**config.mk**
```make
export PLATFORM = sky130hd
export DESIGN_NAME = relu_maxpool22
export DESIGN_NICKNAME = d
export VERILOG_FILES = /design/src/rtl/lenet_pkg.sv /design/src/rtl/relu_requant.sv /design/src/rtl/relu_maxpool22.sv
export SDC_FILE = /design/constraint.sdc
export NUM_CORES = 1
export LEC_CHECK = 0
export CAP_MARGIN = 10
export CORE_UTILIZATION = 45
export DETAILED_ROUTE_END_ITERATION = 7
export HOLD_SLACK_MARGIN = 0.08
export PLACE_DENSITY = 0.77
export SLEW_MARGIN = 30
export SYNTH_ARGS = -nofsm -noshare
export SYNTH_HDL_FRONTEND = slang
export SYNTH_SLANG_ARGS = --single-unit
```
**constraint.sdc**
```tcl
create_clock -name clk -period 4.21 [get_ports clk]
set_clock_uncertainty 0.15 [all_clocks]
set_input_delay 0.842 -clock clk [delete_from_list [all_inputs] [get_ports clk]]
set_output_delay 0.842 -clock clk [all_outputs]
set_load 0.1 [all_outputs]
```
**src/rtl/lenet_pkg.sv**
```systemverilog
// Shared LeNet constants: default datapath widths, per-layer map sizes
// and the requantization shift used by the post-convolution stages.
package lenet_pkg;

    localparam int BIT_WIDTH_DEF = 8;
    localparam int OUT_WIDTH_DEF = 32;
    localparam int C1_SIZE       = 28;
    localparam int C3_SIZE       = 10;
    localparam int REQ_SHIFT     = 8;

    // Side length of a map after 2x2 / stride-2 pooling.
    function automatic int half_size(input int s);
        return s / 2;
    endfunction

endpackage

```
**src/rtl/relu_requant.sv**
```systemverilog
// Combinational ReLU + requantize (shift, optional round, saturate).
// Macro RELU_POOL_ROUND_EN: round half up before the shift instead of floor.
module relu_requant
    import lenet_pkg::*;
#(
    parameter int BIT_WIDTH = BIT_WIDTH_DEF,
    parameter int OUT_WIDTH = OUT_WIDTH_DEF,
    parameter int SHIFT     = REQ_SHIFT
) (
    input  logic signed [OUT_WIDTH-1:0] din,
    output logic        [BIT_WIDTH-1:0] q
);

    // One extra bit so the rounding add can never wrap.
    localparam int SW = OUT_WIDTH + 1;
    localparam logic [SW-1:0] QMAX = SW'((64'd1 << (BIT_WIDTH - 1)) - 64'd1);

    if (SHIFT < 1 || SHIFT > OUT_WIDTH - BIT_WIDTH) begin : g_shift_chk
        $fatal(1, "relu_requant: SHIFT out of range");
    end

    logic [SW-1:0] relu;
    logic [SW-1:0] sum;
    logic [SW-1:0] sh;

    // Clamp negatives, shift out fraction, saturate on the wide value.
    always_comb begin
        relu = din[OUT_WIDTH-1] ? '0 : {1'b0, din};
`ifdef RELU_POOL_ROUND_EN
        sum  = relu + (SW'(1) << (SHIFT - 1));
`else
        sum  = relu;
`endif
        sh   = sum >> SHIFT;
        q    = (sh > QMAX) ? QMAX[BIT_WIDTH-1:0] : sh[BIT_WIDTH-1:0];
    end

endmodule

```
**src/rtl/relu_maxpool22.sv**
```systemverilog
// ReLU + requant + 2x2/stride-2 max-pool over a raster conv stream.
// Macro RELU_POOL_ROUND_EN selects round-half-up requantization.
module relu_maxpool22
    import lenet_pkg::*;
#(
    parameter int BIT_WIDTH = BIT_WIDTH_DEF,
    parameter int OUT_WIDTH = OUT_WIDTH_DEF,
    parameter int IN_SIZE   = C3_SIZE,
    parameter int SHIFT     = REQ_SHIFT
) (
    input  logic                              clk,
    input  logic                              rst,
    input  logic                              in_valid,
    input  logic signed [OUT_WIDTH-1:0]       convValue,
    output logic                              out_valid,
    output logic signed [BIT_WIDTH-1:0]       out_value,
    output logic [$clog2(IN_SIZE/2)-1:0]      out_row,
    output logic [$clog2(IN_SIZE/2)-1:0]      out_col,
    output logic                              frame_done
);

    localparam int PN = half_size(IN_SIZE);
    localparam int PW = $clog2(PN);
    localparam int CW = $clog2(IN_SIZE);
    localparam logic [CW-1:0] LAST = CW'(IN_SIZE - 1);

    if (IN_SIZE % 2 != 0) begin : g_size_chk
        $fatal(1, "relu_maxpool22: IN_SIZE must be even");
    end

    logic [CW-1:0]        col;
    logic [CW-1:0]        row;
    logic [BIT_WIDTH-1:0] rq;

    logic                 s1_valid;
    logic [BIT_WIDTH-1:0] s1_q;
    logic [CW-1:0]        s1_col;
    logic [CW-1:0]        s1_row;

    logic [BIT_WIDTH-1:0] pair;
    logic [BIT_WIDTH-1:0] rowbuf [PN];
    logic [PW-1:0]        bidx;
    logic [BIT_WIDTH-1:0] rbv;
    logic [BIT_WIDTH-1:0] h;
    logic [BIT_WIDTH-1:0] pool;

    relu_requant #(
        .BIT_WIDTH (BIT_WIDTH),
        .OUT_WIDTH (OUT_WIDTH),
        .SHIFT     (SHIFT)
    ) u_rq (
        .din (convValue),
        .q   (rq)
    );

    // Raster position of the next accepted sample.
    always_ff @(posedge clk) begin
        if (rst) begin
            col <= '0;
            row <= '0;
        end else if (in_valid) begin
            if (col == LAST) begin
                col <= '0;
                row <= (row == LAST) ? '0 : row + 1'b1;
            end else begin
                col <= col + 1'b1;
            end
        end
    end

    // Stage 1: register requantized sample with its position tags.
    always_ff @(posedge clk) begin
        if (rst) begin
            s1_valid <= 1'b0;
            s1_q     <= '0;
            s1_col   <= '0;
            s1_row   <= '0;
        end else begin
            s1_valid <= in_valid;
            if (in_valid) begin
                s1_q   <= rq;
                s1_col <= col;
                s1_row <= row;
            end
        end
    end

    // Horizontal and vertical maxima; q is never negative so unsigned is safe.
    always_comb begin
        bidx = PW'(s1_col >> 1);
        rbv  = rowbuf[bidx];
        h    = (s1_q > pair) ? s1_q : pair;
        pool = (rbv > h) ? rbv : h;
    end

    // Stage 2: pair capture and pooled output on odd row / odd column.
    always_ff @(posedge clk) begin
        if (rst) begin
            pair       <= '0;
            out_valid  <= 1'b0;
            out_value  <= '0;
            out_row    <= '0;
            out_col    <= '0;
            frame_done <= 1'b0;
        end else begin
            out_valid  <= 1'b0;
            frame_done <= 1'b0;
            if (s1_valid) begin
                if (!s1_col[0]) begin
                    pair <= s1_q;
                end else if (s1_row[0]) begin
                    out_valid  <= 1'b1;
                    out_value  <= pool;
                    out_row    <= PW'(s1_row >> 1);
                    out_col    <= bidx;
                    frame_done <= (s1_row == LAST) && (s1_col == LAST);
                end
            end
        end
    end

    // Even-row horizontal maxima; always rewritten before being read.
    always_ff @(posedge clk) begin
        if (s1_valid && s1_col[0] && !s1_row[0]) begin
            rowbuf[bidx] <= h;
        end
    end

endmodule

```
==> impl_table.tex, run 1 <==
\begin{tabular}{lr}
\hline
Metric & Value \\
\hline
\multicolumn{2}{l}{\textbf{Status}} \\
Outcome & completed \\
\multicolumn{2}{l}{\textbf{Die}} \\
Number of I/O pins & 51 \\
Starting density of the core & between 40\% and 50\% \\
Standard cell core area & 8680 sq um \\
Overall die area & approximately 9300 sq um \\
Horizontal die dimension & 96.6 um \\
Count of standard-cell rows & 34 \\
Die Span Y & 96.6 um \\
\multicolumn{2}{l}{\textbf{Global route}} \\
Busiest layer in global routing & met2 \\
Pin count of the biggest net entering global routing & a little over 50 \\
Met1 GRT Util & a little under a quarter \\
GRT Resource Usage Total & between 15 and 20\% \\
Grt met2 use & between 20\% and 30\% \\
Remaining global-route overflow & 0 \\
Global routing usage on met3 & under 10\% \\
Number of antenna violations at the first check in global routing & 0 \\
First-pass GRT wire length & 13200 um \\
Number of global-route vias before repair & $\sim$2700 \\
\multicolumn{2}{l}{\textbf{Final layout}} \\
Sequential cell area in the final layout & $\sim$2200 sq um \\
Share of cells above drive strength 1 & between 10\% and 20\% \\
Highest-count cells in the layout ignoring fill and taps & dfxtp\_1 (52), clkdlybuf4s50\_1 (41), edfxtp\_1 (40) \\
\# nets final & 434 \\
Leading cell type in the layout, fill and taps excluded & dfxtp\_1 \\
Area of the multi-input gates & 1660 sq um \\
Antenna diodes & 0 \\
Area delta synth->final & 18.2\% \\
Count of fill cells added during filler insertion & around 740 \\
\multicolumn{2}{l}{\textbf{Power and ir drop}} \\
Worst VDD drop & just under 200 uV \\
Switching share of total power & 24.5\% \\
Leakage component of the power & around 1.7 nW \\
Clock network fraction of design power & $\sim$34\% \\
Internal power of the cells & between 1 and 1.5 mW \\
Share of power burned in registers & 55.6\% \\
Switching power total & 424 uW \\
Combinational Power Share & about a tenth \\
Pwr/cell area & about 360 nW/um\^{}2 \\
\multicolumn{2}{l}{\textbf{Timing}} \\
Final hold vios & 0 \\
Final period demand of the worst path & $\sim$3600 ps \\
Max Clock Freq & 275 MHz \\
Unrepaired setup endpoints after global routing & no \\
Final worst hold slack & about 320 ps \\
Final-layout setup total negative slack & 0 ps \\
Setup-failing EPs final & 0 \\
Ratio of final minimum period to clock period & 86.5\% \\
Max-slew violation count & 0 \\
Actual transition at the worst max-transition pin & roughly 990 ps \\
Max-Slew Margin vs Limit & 34.1\% \\
\multicolumn{2}{l}{\textbf{Setup path}} \\
Chain of cells forming the critical path & inv\_1, ha\_1, nor2b\_2, o211ai\_1, a21oi\_2, o22ai\_4, mux2i\_1, ha\_1, and3\_4, a221o\_1, a21oi\_2, a31oi\_4, nand2b\_4, o21ai\_1 \\
Delay of the slowest critical-path stage & roughly 370 ps \\
Critical path arrival & $\sim$3800 ps \\
Origin of the critical flop-to-flop path & pair[1]\$\_SDFFE\_PP0P\_ \\
Type of origin of the critical path & register \\
Maximum fanout count along the critical path & 10 \\
Reg-to-reg critical path endpoint & out\_value[5]\$\_SDFFE\_PP0P\_ \\
Worst-case register-to-register setup slack & approximately 570 ps \\
Slowest stage cell on the critical path & mux2i\_1 \\
Capturing element type of the critical path & register \\
Critical path start-end classification & reg2reg \\
Path depth of the worst reg2reg path & 14 \\
Required arrival time at the worst endpoint & approximately 4400 ps \\
\multicolumn{2}{l}{\textbf{Run}} \\
MaxCap Viol Count & 0 \\
\multicolumn{2}{l}{\textbf{Logic synthesis}} \\
Average instance area after synthesis & $\sim$12 sq um \\
Number of warnings reported in the yosys synthesis log & 0 \\
Library cells used by synthesis & 44 \\
Share of flip-flops with an asynchronous set or reset after synthesis & 0\% \\
Net Count, Synth & slightly below 400 \\
Number of synthesized flops with an enable pin & 40 \\
FF+latch count, synth & 92 \\
Number of instances in the synthesized netlist & 339 \\
Seq/Total Area, Yosys & a little under three fifths \\
Total standard cell area after synthesis & about 4000 sq um \\
Dominant synthesized flop cell & dfxtp\_1 \\
\multicolumn{2}{l}{\textbf{CTS}} \\
Insertion delay of the later-clocked pin in the worst-skew pair & between 300 and 400 ps \\
Clock root buffer master & clkbuf\_8 \\
Post-CTS Hold Fix Bufs & 0 \\
Clock buffer count from CTS & 9 \\
Number of H-tree levels & 3 \\
Clock tree from TritonCTS & done \\
Resized cells post-CTS & 0 \\
Clock Sinks & between 90 and 100 \\
Worst-path clk slew & 90 ps \\
Max Buffers Root-to-Sink & 2 \\
\# Post-CTS Setup Buffers & 0 \\
\multicolumn{2}{l}{\textbf{Min path}} \\
Worst hold path endpoint & out\_row[1]\$\_SDFFE\_PP0P\_ \\
Min-Delay Path Depth & 2 \\
Hold Crit Start & s1\_row[2]\$\_SDFFE\_PP0P\_ \\
Kind of path behind the tightest hold check & reg2reg \\
\multicolumn{2}{l}{\textbf{Placed design}} \\
Hpwl dp & 5490 um \\
Routability congestion estimate from global placement & 0.852 \\
Total of buffers placed on input and output ports & 42 \\
\multicolumn{2}{l}{\textbf{Routing}} \\
Total number of vias & $\sim$2700 \\
DRC violation count after routing & 0 \\
DR pass1 iterations & 5 \\
Routed wire length per instance & 15.8 um \\
Count of routing violations after the opening detailed-route iteration & approximately 140 \\
Per-cell via count in the routed design & about 5.4 \\
Routed wire length & slightly below 8000 um \\
Remaining antenna violation count after routing & 0 \\
\hline
\end{tabular}
## kinds of logic after synthesis
| kind of cell | Yosys count | synth area share (%) |
|---|---|---|
| compound gates | 52 | 8.82 |
| flops | 92 | 55.7 |
| simple gates | 103 | 13.7 |
| mux | 40 | 12.8 |
| xor+xnor | 4 | 0.870 |
| fa+ha+maj | 16 | 4.97 |
| buf+inv | 32 | 3.20 |
## flip-flops by register name, indices dropped and copies added, names as in the netlist, named ones only
register,cells
out_row,3
out_valid,1
s1_col,4
s1_row,4
row,4
rowbuf,40
s1_valid,1
out_value,8
s1_q,8
frame_done,1
pair,8
out_col,3
col,4
## worst max-delay path: cells and delay by family, from the launching register on
family	cells	cell delay, ps
flip-flops	1	360
AND/OR/NAND/NOR	3	580
adder cells (fa/ha/maj)	2	580
buffers and inverters	1	60
multiplexers	1	370
AO/OA/AOI/OAI	7	1470
## metal layers
layer  part of all wire (%)  vias up
met5                      0        -
met4                    1.2        0
met3                    5.0       10
met2                     49       53
met1                     44     1307
li1                       -     1322
## how the worst max path moves through the flow
stage | from | endpoint | slack [ps] | cells past startpoint
6_report | pair[1]$_SDFFE_PP0P_ | out_value[5]$_SDFFE_PP0P_ | 570 | 14
5_1_grt | pair[1]$_SDFFE_PP0P_ | out_value[3]$_SDFFE_PP0P_ | 360 | 14
4_1_cts | pair[1]$_SDFFE_PP0P_ | out_value[5]$_SDFFE_PP0P_ | 560 | 14
3_5_place_dp | pair[1]$_SDFFE_PP0P_ | out_value[0]$_SDFFE_PP0P_ | 600 | 13
3_3_place_gp | pair[1]$_SDFFE_PP0P_ | out_value[0]$_SDFFE_PP0P_ | 660 | 13
2_1_floorplan | pair[1]$_SDFFE_PP0P_ | out_value[0]$_SDFFE_PP0P_ | 920 | 13
## layout make-up
class                           instances  share of cell area (%)
Sequential cell                        92                    47.1
Multi-Input combinational cell        215                    34.9
Timing Repair Buffer                   48                    9.67
Tap cell                              108                    2.84
Clock buffer                            9                    2.60
Clock inverter                          7                    1.58
Inverter                               17                    1.34
## power groups by stage
stage,combinational (mW),clock [mW],sequential (mW)
after CTS,0.176,0.604,0.963
after floorplan,0.124,0,0.978
after global routing,0.195,0.642,0.965
final,0.175,0.595,0.963
after global placement,0.169,0,0.983
after detailed placement,0.175,0,0.983
## stage by stage
step	setup WS (ps)	instance area [sq um]	total power, mW	utilization, %	instances
floorplan	916	4030	1.10	-	339
global placement	657	4560	1.15	52.5	480
detailed placement	605	4560	1.16	52.6	480
CTS	559	4760	1.74	54.9	496
global route	359	4760	1.80	54.9	496
finish	567	4760	1.73	54.9	496
## Yosys cell counts, types with 6 or more instances
library cell	n	area, sq um
nand2_1	20	75.1
a31oi_1	7	43.8
clkbuf_1	13	48.8
o21ai_1	7	35.0
a211oi_1	7	52.6
nand2b_1	9	56.3
inv_1	17	63.8
nor3_1	6	30.0
dfxtp_1	52	1040
nor3b_1	13	97.6
a21oi_1	17	85.1
ha_1	16	200
mux2i_1	24	240
mux2_2	7	78.8
nor2_1	33	124
edfxtp_1	40	1200
mux4_2	8	180
Power figures use the tool's default switching activity.
==> run 2, diff against run 1 <==
Settings changed: CAP_MARGIN 10 to unset.
==> results of run 2 <==
Final layout, timing and power as in run 1 (identical DEF).
